**config.mk**
```make
export PLATFORM = sky130hd
export DESIGN_NAME = msk_lbox_serial_ctrl_flat
export DESIGN_NICKNAME = d
export VERILOG_FILES = /design/src/rtl/msk_lbox_serial_ctrl_if.sv /design/src/rtl/msk_lbox_serial_ctrl.sv /design/src/flat_wrapper.sv
export SDC_FILE = /design/constraint.sdc
export NUM_CORES = 1
export LEC_CHECK = 0
export CORE_AREA = 2 2 404 406
export CTS_BUF_LIST = sky130_fd_sc_hd__clkbuf_2
export DETAILED_ROUTE_END_ITERATION = 10
export DIE_AREA = 0 0 406 408
export PLACE_DENSITY_LB_ADDON = 0.08
export SLEW_MARGIN = 20
export SYNTH_ARGS = -nofsm -noshare
export SYNTH_HDL_FRONTEND = slang
export SYNTH_SLANG_ARGS = --single-unit
```
**constraint.sdc**
```tcl
create_clock -name clk -period 1.8 [get_ports clk]
set_input_delay 0.18 -clock clk [delete_from_list [all_inputs] [get_ports clk]]
set_output_delay 0.18 -clock clk [all_outputs]
set_load 0.05 [all_outputs]
```
**src/rtl/msk_lbox_serial_ctrl_if.sv**
```systemverilog
// Bundle of the layer request/response and L-box bundle signals around the serial controller.
// The master side is the environment (requester plus L-box unit); the slave side is the controller.
interface msk_lbox_serial_ctrl_if #(
  parameter int W    = 256,
  parameter int SIZE = 256
) ();
  logic            start;
  logic            inverse_in;
  logic [W-1:0]    state_in;
  logic            busy;
  logic            done;
  logic [W-1:0]    state_out;
  logic [SIZE-1:0] lb_bundle_to;
  logic [SIZE-1:0] lb_bundle_from;
  logic            lb_inverse;

  modport master (
    output start, inverse_in, state_in, lb_bundle_from,
    input  busy, done, state_out, lb_bundle_to, lb_inverse
  );

  modport slave (
    input  start, inverse_in, state_in, lb_bundle_from,
    output busy, done, state_out, lb_bundle_to, lb_inverse
  );
endinterface

```
**src/rtl/msk_lbox_serial_ctrl.sv**
```systemverilog
// Streams a latched masked state bundle-by-bundle through the combinational dual L-box
// and reassembles the result in place; only moves share bits, never combines them.
//
// state | meaning
// IDLE  | waiting for start; R holds the last result
// RUN   | one bundle per cycle leaves R[SIZE-1:0], processed bundle enters at the top
module msk_lbox_serial_ctrl #(
  parameter int PDLBOX = 0,
  parameter int Nbits  = 128,
  parameter int d      = 2,
  localparam int AM    = 1 << PDLBOX,
  localparam int W     = d * Nbits,
  localparam int SIZE  = W / AM,
  localparam int CW    = (PDLBOX + 1 < 1) ? 1 : PDLBOX + 1
) (
  input  logic clk,
  input  logic rst,
  msk_lbox_serial_ctrl_if.slave bus
);

  typedef enum logic {IDLE, RUN} state_t;

  state_t          state, state_nxt;
  logic [CW-1:0]   cnt, cnt_nxt;
  logic [W-1:0]    r_q;
  logic [W-1:0]    r_shift;
  logic            done_q, done_nxt;
  logic            inv_q;
  logic            load, shift;

  // With a single bundle the whole register is replaced by the L-box output.
  generate
    if (AM == 1) begin : g_single
      assign r_shift = bus.lb_bundle_from;
    end else begin : g_multi
      assign r_shift = {bus.lb_bundle_from, r_q[W-1:SIZE]};
    end
  endgenerate

  always_ff @(posedge clk) begin
    if (rst) begin
      state  <= IDLE;
      cnt    <= '0;
      done_q <= 1'b0;
      inv_q  <= 1'b0;
      r_q    <= '0;
    end else begin
      state  <= state_nxt;
      cnt    <= cnt_nxt;
      done_q <= done_nxt;
      if (load) begin
        r_q   <= bus.state_in;
        inv_q <= bus.inverse_in;
      end else if (shift) begin
        r_q <= r_shift;
      end
    end
  end

  always_comb begin
    state_nxt = state;
    cnt_nxt   = cnt;
    done_nxt  = 1'b0;
    load      = 1'b0;
    shift     = 1'b0;
    case (state)
      IDLE: begin
        if (bus.start) begin
          load      = 1'b1;
          cnt_nxt   = '0;
          state_nxt = RUN;
        end
      end
      RUN: begin
        shift   = 1'b1;
        cnt_nxt = cnt + CW'(1);
        if (cnt == CW'(AM - 1)) begin
          state_nxt = IDLE;
          done_nxt  = 1'b1;
        end
      end
      default: state_nxt = IDLE;
    endcase
  end

  assign bus.busy         = (state == RUN);
  assign bus.done         = done_q;
  assign bus.state_out    = r_q;
  assign bus.lb_bundle_to = r_q[SIZE-1:0];
  assign bus.lb_inverse   = inv_q;

endmodule
```
**src/flat_wrapper.sv**
```systemverilog
// flat-port wrapper written by rule: the top's interface ports become plain ports
module msk_lbox_serial_ctrl_flat 
#(
  parameter int PDLBOX = 0,
  parameter int Nbits  = 128,
  parameter int d      = 2,
  localparam int AM    = 1 << PDLBOX,
  localparam int W     = d * Nbits,
  localparam int SIZE  = W / AM,
  localparam int CW    = (PDLBOX + 1 < 1) ? 1 : PDLBOX + 1
)
  (clk, rst, bus_start, bus_inverse_in, bus_state_in, bus_lb_bundle_from, bus_busy, bus_done, bus_state_out, bus_lb_bundle_to, bus_lb_inverse);
  msk_lbox_serial_ctrl_if bus_i ();
  input  logic clk;
  input  logic rst;
  input wire logic [$bits(bus_i.start)-1:0] bus_start;
  input wire logic [$bits(bus_i.inverse_in)-1:0] bus_inverse_in;
  input wire logic [$bits(bus_i.state_in)-1:0] bus_state_in;
  input wire logic [$bits(bus_i.lb_bundle_from)-1:0] bus_lb_bundle_from;
  output wire logic [$bits(bus_i.busy)-1:0] bus_busy;
  output wire logic [$bits(bus_i.done)-1:0] bus_done;
  output wire logic [$bits(bus_i.state_out)-1:0] bus_state_out;
  output wire logic [$bits(bus_i.lb_bundle_to)-1:0] bus_lb_bundle_to;
  output wire logic [$bits(bus_i.lb_inverse)-1:0] bus_lb_inverse;
  assign bus_i.start = bus_start;
  assign bus_i.inverse_in = bus_inverse_in;
  assign bus_i.state_in = bus_state_in;
  assign bus_i.lb_bundle_from = bus_lb_bundle_from;
  assign bus_busy = bus_i.busy;
  assign bus_done = bus_i.done;
  assign bus_state_out = bus_i.state_out;
  assign bus_lb_bundle_to = bus_i.lb_bundle_to;
  assign bus_lb_inverse = bus_i.lb_inverse;
  msk_lbox_serial_ctrl #(.PDLBOX(PDLBOX), .Nbits(Nbits), .d(d)) u_core (.clk(clk), .rst(rst), .bus(bus_i));
endmodule
```
==> flow_results.xml, run 1 <==
<?xml version="1.0" encoding="UTF-8"?>
<metrics>
  <group name="status">
    <metric name="outcome" unit="">stopped before the end</metric>
    <metric name="exit_stage" unit="">clock tree synthesis (4_1_cts)</metric>
    <metric name="error_message" unit="">[ERROR RSZ-0060] Max buffer count reached.</metric>
  </group>
  <group name="synth">
    <metric name="syn_inst" unit="">1381</metric>
    <metric name="synth.area.top_cells" unit="">dfxtp_1 (35%), mux2_4 (20%), mux2i_1 (17%)</metric>
    <metric name="area_of_the_mapped_netlist" unit="mm2">0.0150</metric>
    <metric name="syn_avg_cell_area" unit="um2">10.8</metric>
    <metric name="yosysWarningCount" unit="">0</metric>
    <metric name="yosys.area.top_type_share" unit="%">34.8</metric>
    <metric name="synth_cell_types" unit="">14</metric>
    <metric name="nets_in_the_synthesized_netlist" unit="">1897</metric>
    <metric name="synth.yosys.seq_area_share" unit="%">34.8</metric>
    <metric name="ys_ff_latch" unit="">260</metric>
    <metric name="synthDominantAreaCellType" unit="">dfxtp_1</metric>
  </group>
  <group name="clock_tree">
    <metric name="resized_after_cts" unit="">3708</metric>
    <metric name="ctsRootBufferMaster" unit="">clkbuf_2</metric>
    <metric name="cts_made_buffers" unit="">96</metric>
    <metric name="clock_tree.htree_level_count" unit="">3</metric>
    <metric name="cts_num_sinks" unit="">260</metric>
    <metric name="ctsHoldBuffers" unit="">905</metric>
    <metric name="cts_max_path_buffers" unit="">3</metric>
    <metric name="post_cts_setup_buffers" unit="">9</metric>
  </group>
  <group name="floorplanning">
    <metric name="die_height" unit="um">408</metric>
    <metric name="top_level_ports" unit="">1031</metric>
    <metric name="std_cell_rows" unit="">148</metric>
    <metric name="die_width" unit="um">406</metric>
    <metric name="initial_utilization" unit="%">9.25</metric>
  </group>
  <group name="placed_design">
    <metric name="gpl.final_weighted_congestion" unit="">0.731</metric>
    <metric name="placed_cell_area" unit="mm2">0.0260</metric>
    <metric name="io_buffer_count" unit="">1030</metric>
    <metric name="detailed_place_hpwl" unit="mm">70.5</metric>
  </group>
</metrics>
[through the flow]
step                      cells  setup slack [ns]  util, %
after floorplan            1381             0.205        -
after detailed placement   4332             0.227     16.1
after global placement     4332             0.209     16.1
[cell usage after synthesis]
cell type / n
a21oi_1: 2
and2b_1: 1
buf_2: 11
buf_4: 278
buf_6: 26
clkbuf_1: 28
dfxtp_1: 260
mux2_1: 4
mux2_2: 52
mux2_4: 200
mux2i_1: 257
nand2_1: 1
nand2b_1: 1
nor2_1: 260
[cells by family after synthesis]
logic type	after synthesis	synth area share (%)
and+or+nand+nor	263	6.64
AOI/OAI and AO/OA	2	0.0669
DFF	260	34.8
muxes	513	41.5
buffers and inverters	343	17.0
==> run 2: changes to the inputs <==
--- a/config.mk
+++ b/config.mk
@@ -5,11 +5,10 @@
 export SDC_FILE = /design/constraint.sdc
 export NUM_CORES = 1
 export LEC_CHECK = 0
-export CORE_AREA = 2 2 404 406
-export CTS_BUF_LIST = sky130_fd_sc_hd__clkbuf_2
+export CORE_AREA = 2 2 405 407
 export DETAILED_ROUTE_END_ITERATION = 10
-export DIE_AREA = 0 0 406 408
-export PLACE_DENSITY_LB_ADDON = 0.08
+export DIE_AREA = 0 0 407 409
+export PLACE_DENSITY_LB_ADDON = 0.15
 export SLEW_MARGIN = 20
 export SYNTH_ARGS = -nofsm -noshare
 export SYNTH_HDL_FRONTEND = slang
==> run 2 against run 1 <==
  * The run now ends clean
  * Area after synthesis did not move
  * Synthesized cell count did not move
==> flow_results.xml, run 2 <==
<?xml version="1.0" encoding="UTF-8"?>
<metrics>
  <group name="status">
    <metric name="outcome" unit="">complete, no violations</metric>
  </group>
  <group name="cells_and_area">
    <metric name="multi_input_comb_area" unit="mm2">0.00721</metric>
    <metric name="fill_cell_count" unit="">18100</metric>
    <metric name="max_ffs_per_register" unit="">256</metric>
    <metric name="design.final.nets" unit="">2698</metric>
    <metric name="ff_latch_area" unit="mm2">0.00521</metric>
    <metric name="drive_above_1_share" unit="%">26.1</metric>
    <metric name="mostFrequentLayoutCells" unit="">clkdlybuf4s50_1 (513), dlygate4sd2_1 (271), nor2_1 (260), dfxtp_1 (259), mux2i_1 (257)</metric>
    <metric name="area.growth.synth_to_final" unit="%">80.7</metric>
    <metric name="most_frequent_standard_cell_in_the_layout_excluding_fill_and_tap_cells" unit="">clkdlybuf4s50_1</metric>
  </group>
  <group name="grt">
    <metric name="groute.usage.overall" unit="%">9.22</metric>
    <metric name="grt_pass1_wl" unit="mm">109</metric>
    <metric name="global_route.overflow_total" unit="">0</metric>
    <metric name="initial_antenna_violation_count" unit="">9</metric>
    <metric name="grt_max_degree" unit="">67</metric>
    <metric name="number_of_global_route_vias_before_repair" unit="">13600</metric>
  </group>
  <group name="clock_tree">
    <metric name="clock_tree.htree_level_count" unit="">2</metric>
    <metric name="ctsRootBufferMaster" unit="">clkbuf_16</metric>
    <metric name="cts_max_path_buffers" unit="">3</metric>
    <metric name="cts_made_buffers" unit="">40</metric>
    <metric name="clock_latency" unit="ns">0.59</metric>
    <metric name="cts_num_sinks" unit="">260</metric>
    <metric name="tritoncts" unit="">yes</metric>
    <metric name="cts.reportedPaths.clkPinSlew" unit="ns">0.05</metric>
  </group>
  <group name="setup_path">
    <metric name="critical-path-top-delay-family" unit="">buffers and inverters</metric>
    <metric name="cp_slowest_stage_delay" unit="ns">0.56</metric>
    <metric name="worstPathCellList" unit="">dlygate4sd2_1</metric>
    <metric name="critPathCaptureType" unit="">primary output</metric>
    <metric name="r2r_end" unit="">u_core.bus.lb_bundle_to[78]$_SDFFE_PP0P_</metric>
    <metric name="timing.critical_path.arrival" unit="ns">1.54</metric>
    <metric name="timing.critical_path.fanout_max" unit="">3</metric>
    <metric name="ff2ff_path_depth" unit="">5</metric>
    <metric name="timing.critical_path.buf_inv" unit="">1</metric>
    <metric name="critical_path_class" unit="">flop to primary output</metric>
    <metric name="worst_setup_path_start_kind" unit="">flop</metric>
    <metric name="worst_ep_required" unit="ns">1.62</metric>
    <metric name="r2r_slack" unit="ns">0.15</metric>
    <metric name="number_of_gates_on_the_worst_path_with_buffers_counted" unit="">1</metric>
    <metric name="critical-path-slowest-cell" unit="">dlygate4sd2_1</metric>
    <metric name="critical_path.reg2reg.startpoint" unit="">u_core.bus.busy$_SDFF_PP0_</metric>
  </group>
  <group name="sta">
    <metric name="timing.slew.headroom" unit="%">63.1</metric>
    <metric name="setup_violations" unit="">0</metric>
    <metric name="drv_slew" unit="">0</metric>
    <metric name="final_hold_viol_count" unit="">0</metric>
    <metric name="layout_worst_path_cycle_share" unit="%">95.7</metric>
    <metric name="maxClockFrequency" unit="MHz">581</metric>
    <metric name="rsz0062_at_grt" unit="">no</metric>
    <metric name="fin_crit" unit="ns">1.72</metric>
    <metric name="worst_slack" unit="ns">0.0779</metric>
    <metric name="worst_slew_pin_slew" unit="ns">0.556</metric>
    <metric name="fin_worst_skew" unit="ns">0.0236</metric>
  </group>
  <group name="synth">
    <metric name="count_of_flip_flops_with_a_built_in_enable_after_synthesis" unit="">0</metric>
    <metric name="area_of_the_mapped_netlist" unit="mm2">0.0150</metric>
    <metric name="main_combinational_cell_family_by_area_after_synthesis" unit="">multiplexers</metric>
    <metric name="area_fraction_in_compound_gates_after_synthesis" unit="%">0.0669</metric>
    <metric name="syn_inst" unit="">1381</metric>
    <metric name="yosys.area_share.xor_xnor" unit="%">0</metric>
    <metric name="post_synth_mux_area_share" unit="%">41.5</metric>
    <metric name="synthArstFlopShare" unit="%">0</metric>
    <metric name="yosysWarningCount" unit="">0</metric>
    <metric name="synth.area.top_cells" unit="">dfxtp_1 (35%), mux2_4 (20%), mux2i_1 (17%)</metric>
    <metric name="ys_ff_latch" unit="">260</metric>
    <metric name="yosys.area.top_type_share" unit="%">34.8</metric>
    <metric name="syn_avg_cell_area" unit="um2">10.8</metric>
    <metric name="nets_in_the_synthesized_netlist" unit="">1897</metric>
    <metric name="most_frequent_cell_after_synthesis" unit="">buf_4</metric>
    <metric name="post_synth_and_or_nand_nor_area_fraction" unit="%">6.64</metric>
    <metric name="postSynth.topFlopCell" unit="">dfxtp_1</metric>
    <metric name="synth.yosys.seq_area_share" unit="%">34.8</metric>
    <metric name="synth_cell_types" unit="">14</metric>
    <metric name="ys_top_cells_by_count" unit="">buf_4 (278), dfxtp_1 (260), nor2_1 (260)</metric>
    <metric name="synthDominantAreaCellType" unit="">dfxtp_1</metric>
    <metric name="synth_fa_ha_area_share" unit="%">0</metric>
  </group>
  <group name="detailed_routing">
    <metric name="drcViolationCount" unit="">0</metric>
    <metric name="vias" unit="">12700</metric>
    <metric name="initialDrtViolationCount" unit="">354</metric>
    <metric name="drt-wirelength-per-cell" unit="um">18.4</metric>
    <metric name="wirelength" unit="mm">81.0</metric>
    <metric name="vias_per_instance" unit="">2.89</metric>
    <metric name="ant_nets" unit="">0</metric>
    <metric name="drt_pass1_iterations" unit="">4</metric>
  </group>
  <group name="run">
    <metric name="drv.max_cap_violation_count" unit="">0</metric>
  </group>
  <group name="placed_design">
    <metric name="io_buffer_count" unit="">1030</metric>
    <metric name="gpl.final_weighted_congestion" unit="">0.767</metric>
    <metric name="pre_cts_slack" unit="ns">0.245</metric>
    <metric name="detailed_place_hpwl" unit="mm">64.6</metric>
  </group>
  <group name="floorplanning">
    <metric name="design.core.area" unit="mm2">0.162</metric>
    <metric name="std_cell_rows" unit="">148</metric>
    <metric name="die_height" unit="um">409</metric>
    <metric name="initial_utilization" unit="%">9.23</metric>
    <metric name="die_width" unit="um">407</metric>
    <metric name="dieArea" unit="mm2">0.166</metric>
    <metric name="top_level_ports" unit="">1031</metric>
  </group>
  <group name="worst_hold_path">
    <metric name="hold_depth" unit="">5</metric>
    <metric name="hp-class" unit="">input port to flop</metric>
    <metric name="hold_path_startpoint" unit="">bus_start</metric>
    <metric name="min_delay_worst_endpoint" unit="">u_core.cnt$_SDFFE_PP0P_</metric>
  </group>
  <group name="pwr">
    <metric name="p_switching" unit="mW">8.55</metric>
    <metric name="power.ir.vdd_worst" unit="mV">0.364</metric>
    <metric name="share_clk_of_total_power" unit="%">35.5</metric>
    <metric name="power_report.internal_total" unit="mW">14.3</metric>
    <metric name="comb_power_share" unit="%">34.8</metric>
    <metric name="power.total" unit="mW">22.8</metric>
    <metric name="switching_share" unit="%">37.5</metric>
    <metric name="power-per-cell-area" unit="mW/mm2">845</metric>
    <metric name="pwr-share-seq" unit="%">29.7</metric>
    <metric name="power_leakage" unit="nW">11.7</metric>
  </group>
</metrics>
run 2: cell counts after synthesis:
No cell type changed its count.
run 2: worst min-delay path: cells and delay by family:
family / cells / cell delay [ns]
AOI/OAI and AO/OA: 1 / 0.05
buffers and inverters: 2 / 0.28
and+or+nand+nor: 2 / 0.12
run 2: cells by family (layout without fill, tap and decap cells):
family | after synthesis | after routing
muxes | 513 | 513
buffers and inverters | 343 | 1174
and+or+nand+nor | 263 | 263
DFF | 260 | 260
AOI/OAI and AO/OA | 2 | 2
other | 0 | 5
run 2: area by class of cell:
type / instances / share of cell area [%]
repair buffers: 1102 / 39.0
flip-flops and latches: 260 / 19.3
multi-input cells: 778 / 26.7
diodes: 5 / 0.0463
clock inverters: 6 / 0.162
well taps: 2175 / 10.1
clock buffers: 66 / 4.74
run 2: power groups by stage:
stage                     clock, mW  combinational [mW]  sequential, mW
after detailed placement          0                8.34            6.94
after global placement            0                8.35            6.93
final                          8.10                7.93            6.79
after global routing           8.72                8.30            6.85
after CTS                      8.61                8.03            6.81
after floorplan                   0                4.06            8.21
run 2: how the worst max path moves through the flow:
stage                                               from                                        end  slack [ns]
6_report       u_core.bus.lb_bundle_to[120]$_SDFFE_PP0P_                      bus_lb_bundle_to[120]        0.08
5_1_grt        u_core.bus.lb_bundle_to[240]$_SDFFE_PP0P_                      bus_lb_bundle_to[240]       0.003
4_1_cts        u_core.bus.lb_bundle_to[247]$_SDFFE_PP0P_                         bus_state_out[247]       -0.25
3_5_place_dp                                   bus_start  u_core.bus.lb_bundle_to[131]$_SDFFE_PP0P_        0.25
3_3_place_gp                                   bus_start  u_core.bus.lb_bundle_to[131]$_SDFFE_PP0P_        0.28
2_1_floorplan                 u_core.bus.busy$_SDFF_PP0_   u_core.bus.lb_bundle_to[30]$_SDFFE_PP0P_        0.20
run 2: timing repair:
item,in CTS,in global routing
buffers inserted,1,0
endpoints found under the hold margin,15,0
hold buffers,1,0
resized for setup,483,7
setup endpoints to repair,363,24
cloned,2,0
run 2: through the flow:
step / TNS (ns) / instances / hold WS (ns) / cell area [um2] / util (%)
CTS: -0.505 / 4387 / 0.0780 / 27000 / 16.7
finish: 0 / 4392 / 0.139 / 27000 / 16.7
global placement: 0 / 4311 / 0.461 / 25900 / 16.0
detailed placement: 0 / 4311 / 0.459 / 25900 / 16.0
floorplan: 0 / 1381 / 0.327 / 15000 / -
global route: 0 / 4391 / 0.159 / 27000 / 16.7
run 2: metal layers:
metal / global-route usage (%) / up-vias / share of wire [%]
met5: 0 / - / 0.026
met4: 2.66 / 4 / 2.2
met3: 2.17 / 84 / 6.4
met2: 17.4 / 501 / 53
met1: 10.1 / 6110 / 38
li1: - / 5986 / -
Power figures use the tool's default switching activity.
